<file path="src/rtl/lane_object_compositor.sv">
// Double-buffered moving-object table, per-pixel hit test with X/Y wrap, lane priority and flash colouring.
// Fixed 2-cycle latency from Pix_Valid/DrawX/DrawY to RGB; no stall, no backpressure.
module lane_object_compositor #(
    parameter int          LANES        = 8,
    parameter int          SLOTS        = 4,
    parameter int          OBJ_W        = 80,
    parameter int          OBJ_H        = 40,
    parameter int          FLASH_FRAMES = 30,
    parameter logic [23:0] BG_RGB       = 24'hFFFFFF,
    parameter logic [23:0] FLASH_RGB    = 24'hFF0000,
    localparam int         LW           = (LANES > 1) ? $clog2(LANES) : 1,
    localparam int         SW           = (SLOTS > 1) ? $clog2(SLOTS) : 1
) (
    input  logic               Clk,
    input  logic               Reset_n,
    input  logic               Frame_Start,
    input  logic               Wr_En,
    input  logic [LW-1:0]      Wr_Lane,
    input  logic [SW-1:0]      Wr_Slot,
    input  logic [10:0]        Wr_X,
    input  logic [10:0]        Wr_Y,
    input  logic               Wr_Vis,
    input  logic [24*LANES-1:0] Lane_RGB,
    input  logic [LANES-1:0]   Flash_Req,
    input  logic               Pix_Valid,
    input  logic [10:0]        DrawX,
    input  logic [10:0]        DrawY,
    output logic [7:0]         Red,
    output logic [7:0]         Green,
    output logic [7:0]         Blue,
    output logic               Out_Valid,
    output logic               Hit_Any,
    output logic [LW-1:0]      Hit_Lane
);

    localparam int N = LANES * SLOTS;

    typedef struct packed {
        logic [10:0] x;
        logic [10:0] y;
        logic        vis;
    } obj_t;

    obj_t             shadow_tbl [N];
    obj_t             active_tbl [N];
    logic [7:0]       flash_cnt  [LANES];

    logic [N-1:0]     hit_raw;
    logic [N-1:0]     s1_hit;
    logic             s1_vld;
    logic [LANES-1:0] lane_hit;
    logic             win_any;
    logic [LW-1:0]    win_lane;
    logic [23:0]      sel_rgb;
    logic [7:0]       sel_cnt;
    logic [23:0]      pix_rgb;

    // Shadow write and shadow->active copy share an edge; the copy sees pre-write shadow.
    always_ff @(posedge Clk or negedge Reset_n) begin
        if (!Reset_n) begin
            for (int i = 0; i < N; i++) begin
                shadow_tbl[i] <= '0;
                active_tbl[i] <= '0;
            end
        end else begin
            if (Frame_Start) begin
                for (int i = 0; i < N; i++) begin
                    active_tbl[i] <= shadow_tbl[i];
                end
            end
            for (int l = 0; l < LANES; l++) begin
                for (int s = 0; s < SLOTS; s++) begin
                    if (Wr_En && (Wr_Lane == LW'(l)) && (Wr_Slot == SW'(s))) begin
                        shadow_tbl[l*SLOTS+s] <= '{x: Wr_X, y: Wr_Y, vis: Wr_Vis};
                    end
                end
            end
        end
    end

    always_ff @(posedge Clk or negedge Reset_n) begin
        if (!Reset_n) begin
            for (int l = 0; l < LANES; l++) begin
                flash_cnt[l] <= 8'd0;
            end
        end else begin
            for (int l = 0; l < LANES; l++) begin
                if (Flash_Req[l]) begin
                    flash_cnt[l] <= 8'(FLASH_FRAMES);
                end else if (Frame_Start && (flash_cnt[l] != 8'd0)) begin
                    flash_cnt[l] <= flash_cnt[l] - 8'd1;
                end
            end
        end
    end

    // Modulo-2048 differences make objects near X=2047 wrap onto column 0.
    for (genvar i = 0; i < N; i++) begin : g_hit
        logic [10:0] dx;
        logic [10:0] dy;
        assign dx         = DrawX - active_tbl[i].x;
        assign dy         = DrawY - active_tbl[i].y;
        assign hit_raw[i] = active_tbl[i].vis && (dx < 11'(OBJ_W)) && (dy < 11'(OBJ_H));
    end

    always_ff @(posedge Clk or negedge Reset_n) begin
        if (!Reset_n) begin
            s1_hit <= '0;
            s1_vld <= 1'b0;
        end else begin
            s1_vld <= Pix_Valid;
            if (Pix_Valid) begin
                s1_hit <= hit_raw;
            end
        end
    end

    for (genvar l = 0; l < LANES; l++) begin : g_lane
        assign lane_hit[l] = |s1_hit[l*SLOTS +: SLOTS];
    end

    // Scan from the top lane down so the lowest-index hit lane is the last assignment.
    always_comb begin
        win_any  = 1'b0;
        win_lane = '0;
        for (int l = LANES - 1; l >= 0; l--) begin
            if (lane_hit[l]) begin
                win_any  = 1'b1;
                win_lane = LW'(l);
            end
        end
    end

    always_comb begin
        sel_rgb = '0;
        sel_cnt = '0;
        for (int l = 0; l < LANES; l++) begin
            if (win_lane == LW'(l)) begin
                sel_rgb = Lane_RGB[l*24 +: 24];
                sel_cnt = flash_cnt[l];
            end
        end
        if (!win_any) begin
            pix_rgb = BG_RGB;
        end else if ((sel_cnt != 8'd0) && sel_cnt[0]) begin
            pix_rgb = FLASH_RGB;
        end else begin
            pix_rgb = sel_rgb;
        end
    end

    always_ff @(posedge Clk or negedge Reset_n) begin
        if (!Reset_n) begin
            Red       <= 8'd0;
            Green     <= 8'd0;
            Blue      <= 8'd0;
            Out_Valid <= 1'b0;
            Hit_Any   <= 1'b0;
            Hit_Lane  <= '0;
        end else begin
            Out_Valid <= s1_vld;
            if (s1_vld) begin
                {Red, Green, Blue} <= pix_rgb;
                Hit_Any            <= win_any;
                Hit_Lane           <= win_lane;
            end
        end
    end

endmodule

</file>
<file path="config.mk">
export PLATFORM = sky130hd
export DESIGN_NAME = lane_object_compositor
export DESIGN_NICKNAME = d
export VERILOG_FILES = /design/src/rtl/lane_object_compositor.sv
export SDC_FILE = /design/constraint.sdc
export NUM_CORES = 2
export LEC_CHECK = 0
export ABC_AREA = 1
export BUFFER_PORTS_ARGS = -buffer_cell sky130_fd_sc_hd__buf_4
export CAP_MARGIN = 20
export CORE_ASPECT_RATIO = 2
export CORE_MARGIN = 2
export CORE_UTILIZATION = 56
export DETAILED_ROUTE_END_ITERATION = 7
export GPL_TIMING_DRIVEN = 1
export PLACE_DENSITY_LB_ADDON = 0.15
export SYNTH_ARGS = -nofsm -noshare
export SYNTH_HDL_FRONTEND = slang
export SYNTH_SLANG_ARGS = --single-unit
</file>
<file path="constraint.sdc">
create_clock -name Clk -period 3.15 [get_ports Clk]
set_clock_uncertainty 0.1 [all_clocks]
set_input_delay 0.945 -clock Clk [delete_from_list [all_inputs] [get_ports Clk]]
set_output_delay 0.945 -clock Clk [all_outputs]
set_load 0.03 [all_outputs]
</file>
# After elaboration in Yosys (flattened, before gate mapping)
# Index checks and enable logic that the tools add are counted.
# totals
out_inout_bits	29
input_bits	255
word_cells	552
reg_bits	1598
# classes
eq_ne	17
n_addsub	72
muxes	50
magnitude_cmp	64
reduce_logical	141
# ops
operator	n
$sub A11 B11 Y11	64
$lt A11 B6 Y1 const B	32
$lt A11 B7 Y1 const B	32
$mux W24	10
$mux W8	24
$logic_and A1 B1 Y1	113
$reduce_bool A8 Y1	9
$sub A8 B1 Y8 const B	8
$reduce_or A4 Y1	8
$eq A3 B3 Y1 const B	8
$mux W3	8
$reduce_bool A2 Y1	8
$eq A3 B2 Y1 const B	4
$mux W1	8
$eq A3 B1 Y1 const B	2
$logic_not A3 Y1	2
$eq A2 B2 Y1 const B	2
$eq A2 B1 Y1 const B	1
$logic_not A2 Y1	1

# Depth between registers and ports, before layout
# depth
word_depth	22
ltp_mapped	21

# Worst setup path after synthesis
# OpenSTA, ideal clock, no wires.
# synth_path
path_type	input to register
from	input port DrawY[3]
to	register s1_hit[10]
slack_ns	0.366
path_stages	12
t_required_ns	2.984
t_arrival_ns	2.619
n_path_buf	0
cell_sequence	ha_1 > a21oi_1 > o21ai_0 > a21oi_1 > o21bai_1 > a21o_1 > or2_2 > a21oi_1 > nand4_1 > nor2_1 > nand3_1 > nand2_1
# synth_between
elab_chain_len	3
# synth_rtl
item	line_no	text
start: declaration	27	input logic [10:0] DrawY,
$sub A11 B11 Y11	102	assign dy = DrawY - active_tbl[i].y;
$lt A11 B6 Y1	103	assign hit_raw[i] = active_tbl[i].vis && (dx < 11'(OBJ_W)) && (dy < 11'(OBJ_H));
$logic_and A1 B1 Y1	103	
end signal: assignment	113	s1_hit <= hit_raw;
end: declaration	49	logic [N-1:0] s1_hit;
# No other way between the ends.
# A chain may end at the register's enable or synchronous reset.

# Final worst setup path
# layout_path
from	register s1_hit[29]
to	register Green[3]
# layout_between
elab_chain_len	22
elab_cells_between_ends	45
classes_between	eq/ne (7); mux (34); reduce/logical (4)
# layout_rtl
item	line_no	text
$reduce_or A4 Y1 (*)	119	assign lane_hit[l] = |s1_hit[l*SLOTS +: SLOTS];
$mux W3 (8 in series)	127	if (lane_hit[l]) begin
$logic_not A3 Y1	138	if (win_lane == LW'(l)) begin
$mux W8 (8 in series)	138	
$reduce_bool A8 Y1	145	end else if ((sel_cnt != 8'd0) && sel_cnt[0]) begin
$logic_and A1 B1 Y1	145	
$mux W24	145	
$mux W24 (*)	143	if (!win_any) begin
end signal: assignment	163	{Red, Green, Blue} <= pix_rgb;
end: declaration	29	output logic [7:0] Green,
# Every way passes the cells marked *; elsewhere a longest branch is shown, timed or not.

==> flow_summary.toml <==
[finish]
mostFrequentLayoutCells = "nand2_1, dfrtp_1, o21ai_0, inv_1, buf_4"
register_area_um2 = 39990
area_delta_synth_final_pct = 18.95
drive_gt1_frac = 0.1439
multi_input_area_um2 = 39890
layout_commonest_cell = "nand2_1"
finalNonFillerCells = 13430
finalNetCount = 12220
nFillCells = 12510

[floorplan]
dieWidth_um = 280.1
num_rows = 202
dieArea_um2 = 155800
coreArea_um2 = 151400
io_pins = 284
fp.dieH_um = 556.2
initial_utilization = 0.5640

[placed_design]
dp_cells = 13150
post-place-ws_ns = -0.4862
dp_hpwl_um = 180700
place.gp.congestion = 1.065
numPortBuffers = 283

[route]
wirelength_um = 266600
via_per_inst = 5.645
wl_per_cell_um = 19.86
drt_iter0_drc = 5577
ant_nets = 0
firstDrtPassIters = 8
vias = 75790
drc_errors = 0

[grt]
grt_usage = 0.3425
grt_use_met3 = 0.05553
overflow = 0
grt_max_degree = 178
met2_usage = 0.5980
busiest_layer = "met2"
grt_pass1_wl_um = 412500
antenna_found_initial = 11
grt_pass1_vias = 75660
use_met1 = 0.3801

[yosys]
synthCells = 10460
synthAdderAreaFrac = 0.08676
ys_top_cells_by_area = "dfrtp_1, nand2_1, ha_1"
syn_avg_cell_area_um2 = 8.162
synthMuxAreaShare = 0
synth_seq_cells = 1598
synth_xor_xnor_area_share = 0.02954
async_flop_share = 1.000
synth_edf_count = 0
synth_nets = 11310
yosysSeqAreaShare = 0.4684
synth_top_area_cell = "dfrtp_1"
synth_top_family_by_area = "simple AND/OR/NAND/NOR gates"
yosysUniqueCellTypes = 45
synth_top_area_share = 0.4684
synth_flop_cell = "dfrtp_1"
yosysWarnings = 0
syn_area_um2 = 85380
synth-compound-area-share = 0.1527
synthSimpleGateAreaFrac = 0.1962

[clock_network]
cts_sinks = 1598
cts_tree = "done"
cts-root-buf = "clkbuf_16"
numCtsBuffers = 154
cts_max_level = 4
cts.clk_slew.worst_paths_ns = 0.07
clockBufferDepth = 4
clkLatencyLatePin_ns = 0.80

[timing]
period_share = 0.9853
fin_crit_ns = 3.104
worst_slack_ns = 0.04618
maxSlewHeadroom = 0.3541
setup_tns_ns = 0
maxSlewViolCount = 0
max_freq_mhz = 322.2
whs_ns = 0.2322
finalSetupViolations = 0
hold_viol = 0
tightestPinTransition_ns = 0.9629

[min_path]
hold_class = "in2reg"

[critical_path]
end_kind = "register"
critPathKind = "reg2reg"
arrival_ns = 3.70
required_ns = 3.75
path_max_fanout = 9
cp-start-kind = "register"

[power_and_ir_drop]
power.total_w = 0.06263
ir_drop_mv = 0.4283
p_leak_nw = 50.81
internal_power_w = 0.04286
p_switching_w = 0.01977
seqPwrFrac = 0.408
switching_share = 0.3157
powerDensity_nw_per_um2 = 616.7
combPwrFrac = 0.287
clkPwrFrac = 0.306

[run]
cap_violations = 0

[run_status]
status = "finished, final reports clean"
cell usage after synthesis, types with 2 or more instances:
| cell | count |
|---|---|
| nor2_2 | 15 |
| a22o_1 | 64 |
| a21oi_1 | 443 |
| o2111ai_1 | 64 |
| dfrtp_1 | 1598 |
| inv_2 | 3 |
| nor4_1 | 3 |
| o211ai_1 | 2 |
| or3_1 | 4 |
| xnor2_1 | 64 |
| clkbuf_1 | 375 |
| a21o_1 | 190 |
| nor2_4 | 2 |
| a31oi_1 | 6 |
| buf_1 | 14 |
| xor2_1 | 224 |
| or2_1 | 3 |
| buf_6 | 5 |
| nor2_1 | 438 |
| o21ai_0 | 1465 |
| nor3_1 | 14 |
| nand2_2 | 4 |
| a41oi_1 | 3 |
| o21a_1 | 33 |
| nand2_1 | 3091 |
| inv_1 | 1087 |
| o21bai_1 | 32 |
| buf_2 | 12 |
| a21oi_2 | 2 |
| o311ai_0 | 2 |
| nand4_1 | 118 |
| nand3_1 | 276 |
| o22ai_1 | 5 |
| o221ai_1 | 32 |
| or2_2 | 167 |
| ha_1 | 592 |
path summary, 6_finish.rpt:
kind | cells past startpoint | slack, ns | to | start
setup / recovery | 20 | 0.05 | Green[3] | s1_hit[29]
hold / removal | 2 | 0.23 | flash_cnt[32] | Flash_Req[3]
setup reg to reg | 20 | 0.05 | Green[3] | s1_hit[29]
hold reg to reg | 2 | 0.36 | active_tbl[644] | shadow_tbl[644]
max in group asynchronous | 3 | 1.14 | shadow_tbl[710] | Reset_n
min in group asynchronous | 2 | 0.56 | shadow_tbl[516] | Reset_n
state kept, by name (all words and copies together), names as in the netlist:
name and flops:
shadow_tbl 736, Blue 8, Red 8, active_tbl 736
Hit_Lane 3, Out_Valid 1, flash_cnt 64, Green 8
s1_vld 1, s1_hit 32, Hit_Any 1
metrics by stage:
step	utilization	cell area (um^2)
3_5_place_dp	0.6351	96140
2_1_floorplan	-	85380
4_1_cts	0.6689	101300
6_report	0.6708	101600
3_3_place_gp	0.6351	96140
5_1_grt	0.6708	101500
cell families after synthesis:
| logic type | after synthesis |
|---|---|
| compound gates | 2345 |
| buf+inv | 1498 |
| flops | 1598 |
| simple gates | 4140 |
| fa+ha+maj | 592 |
| xor+xnor | 288 |
repair_timing:
item,CTS,global route
endpoints found under the setup margin,24,25
hold buffers,1,0
hold endpoints to repair,1,0
gates cloned,0,1
pin swaps,2,14
gates resized for setup,11,44
buffers inserted,0,11
power groups by stage:
stage | clock network (W) | registers (W) | logic [W]
final | 0.0191 | 0.0255 | 0.0180
after detailed placement | 0 | 0.0259 | 0.0177
after global placement | 0 | 0.0257 | 0.0169
after CTS | 0.0194 | 0.0255 | 0.0179
after global routing | 0.0201 | 0.0259 | 0.0203
after floorplan | 0 | 0.0255 | 0.0113
per-layer routing:
metal,share of wire,up-vias
met5,0.00030,-
met4,0.083,10
met3,0.064,926
met2,0.49,2430
met1,0.36,36600
li1,-,35820
worst max-delay path, cell delays in order (launching register included):
cell	delay, ns
dfrtp_1	0.57
nor2_2	0.26
nand2_1	0.07
nand2_1	0.06
nand2_1	0.06
nand2_2	0.10
nand2_2	0.07
nand2_1	0.09
nand2_2	0.07
nand2_2	0.07
buf_12	0.16
nor2_1	0.06
buf_6	0.15
nand3_2	0.20
nand3_1	0.10
nor2_1	0.20
nand4_1	0.13
nand2_2	0.21
nor2_2	0.06
nor2_1	0.11
nor2_1	0.07
area by class of cell:
class                   count  share of cell area
repair buffers           1166             0.09906
clock inverters            53            0.006481
clock buffers             209             0.04349
flip-flops and latches   1598              0.3938
well taps                1938             0.02388
diodes                      4          0.00009856
inverters                1092             0.04047
multi-input cells        7365              0.3928
No activity file was read; power rests on OpenSTA's default activity.
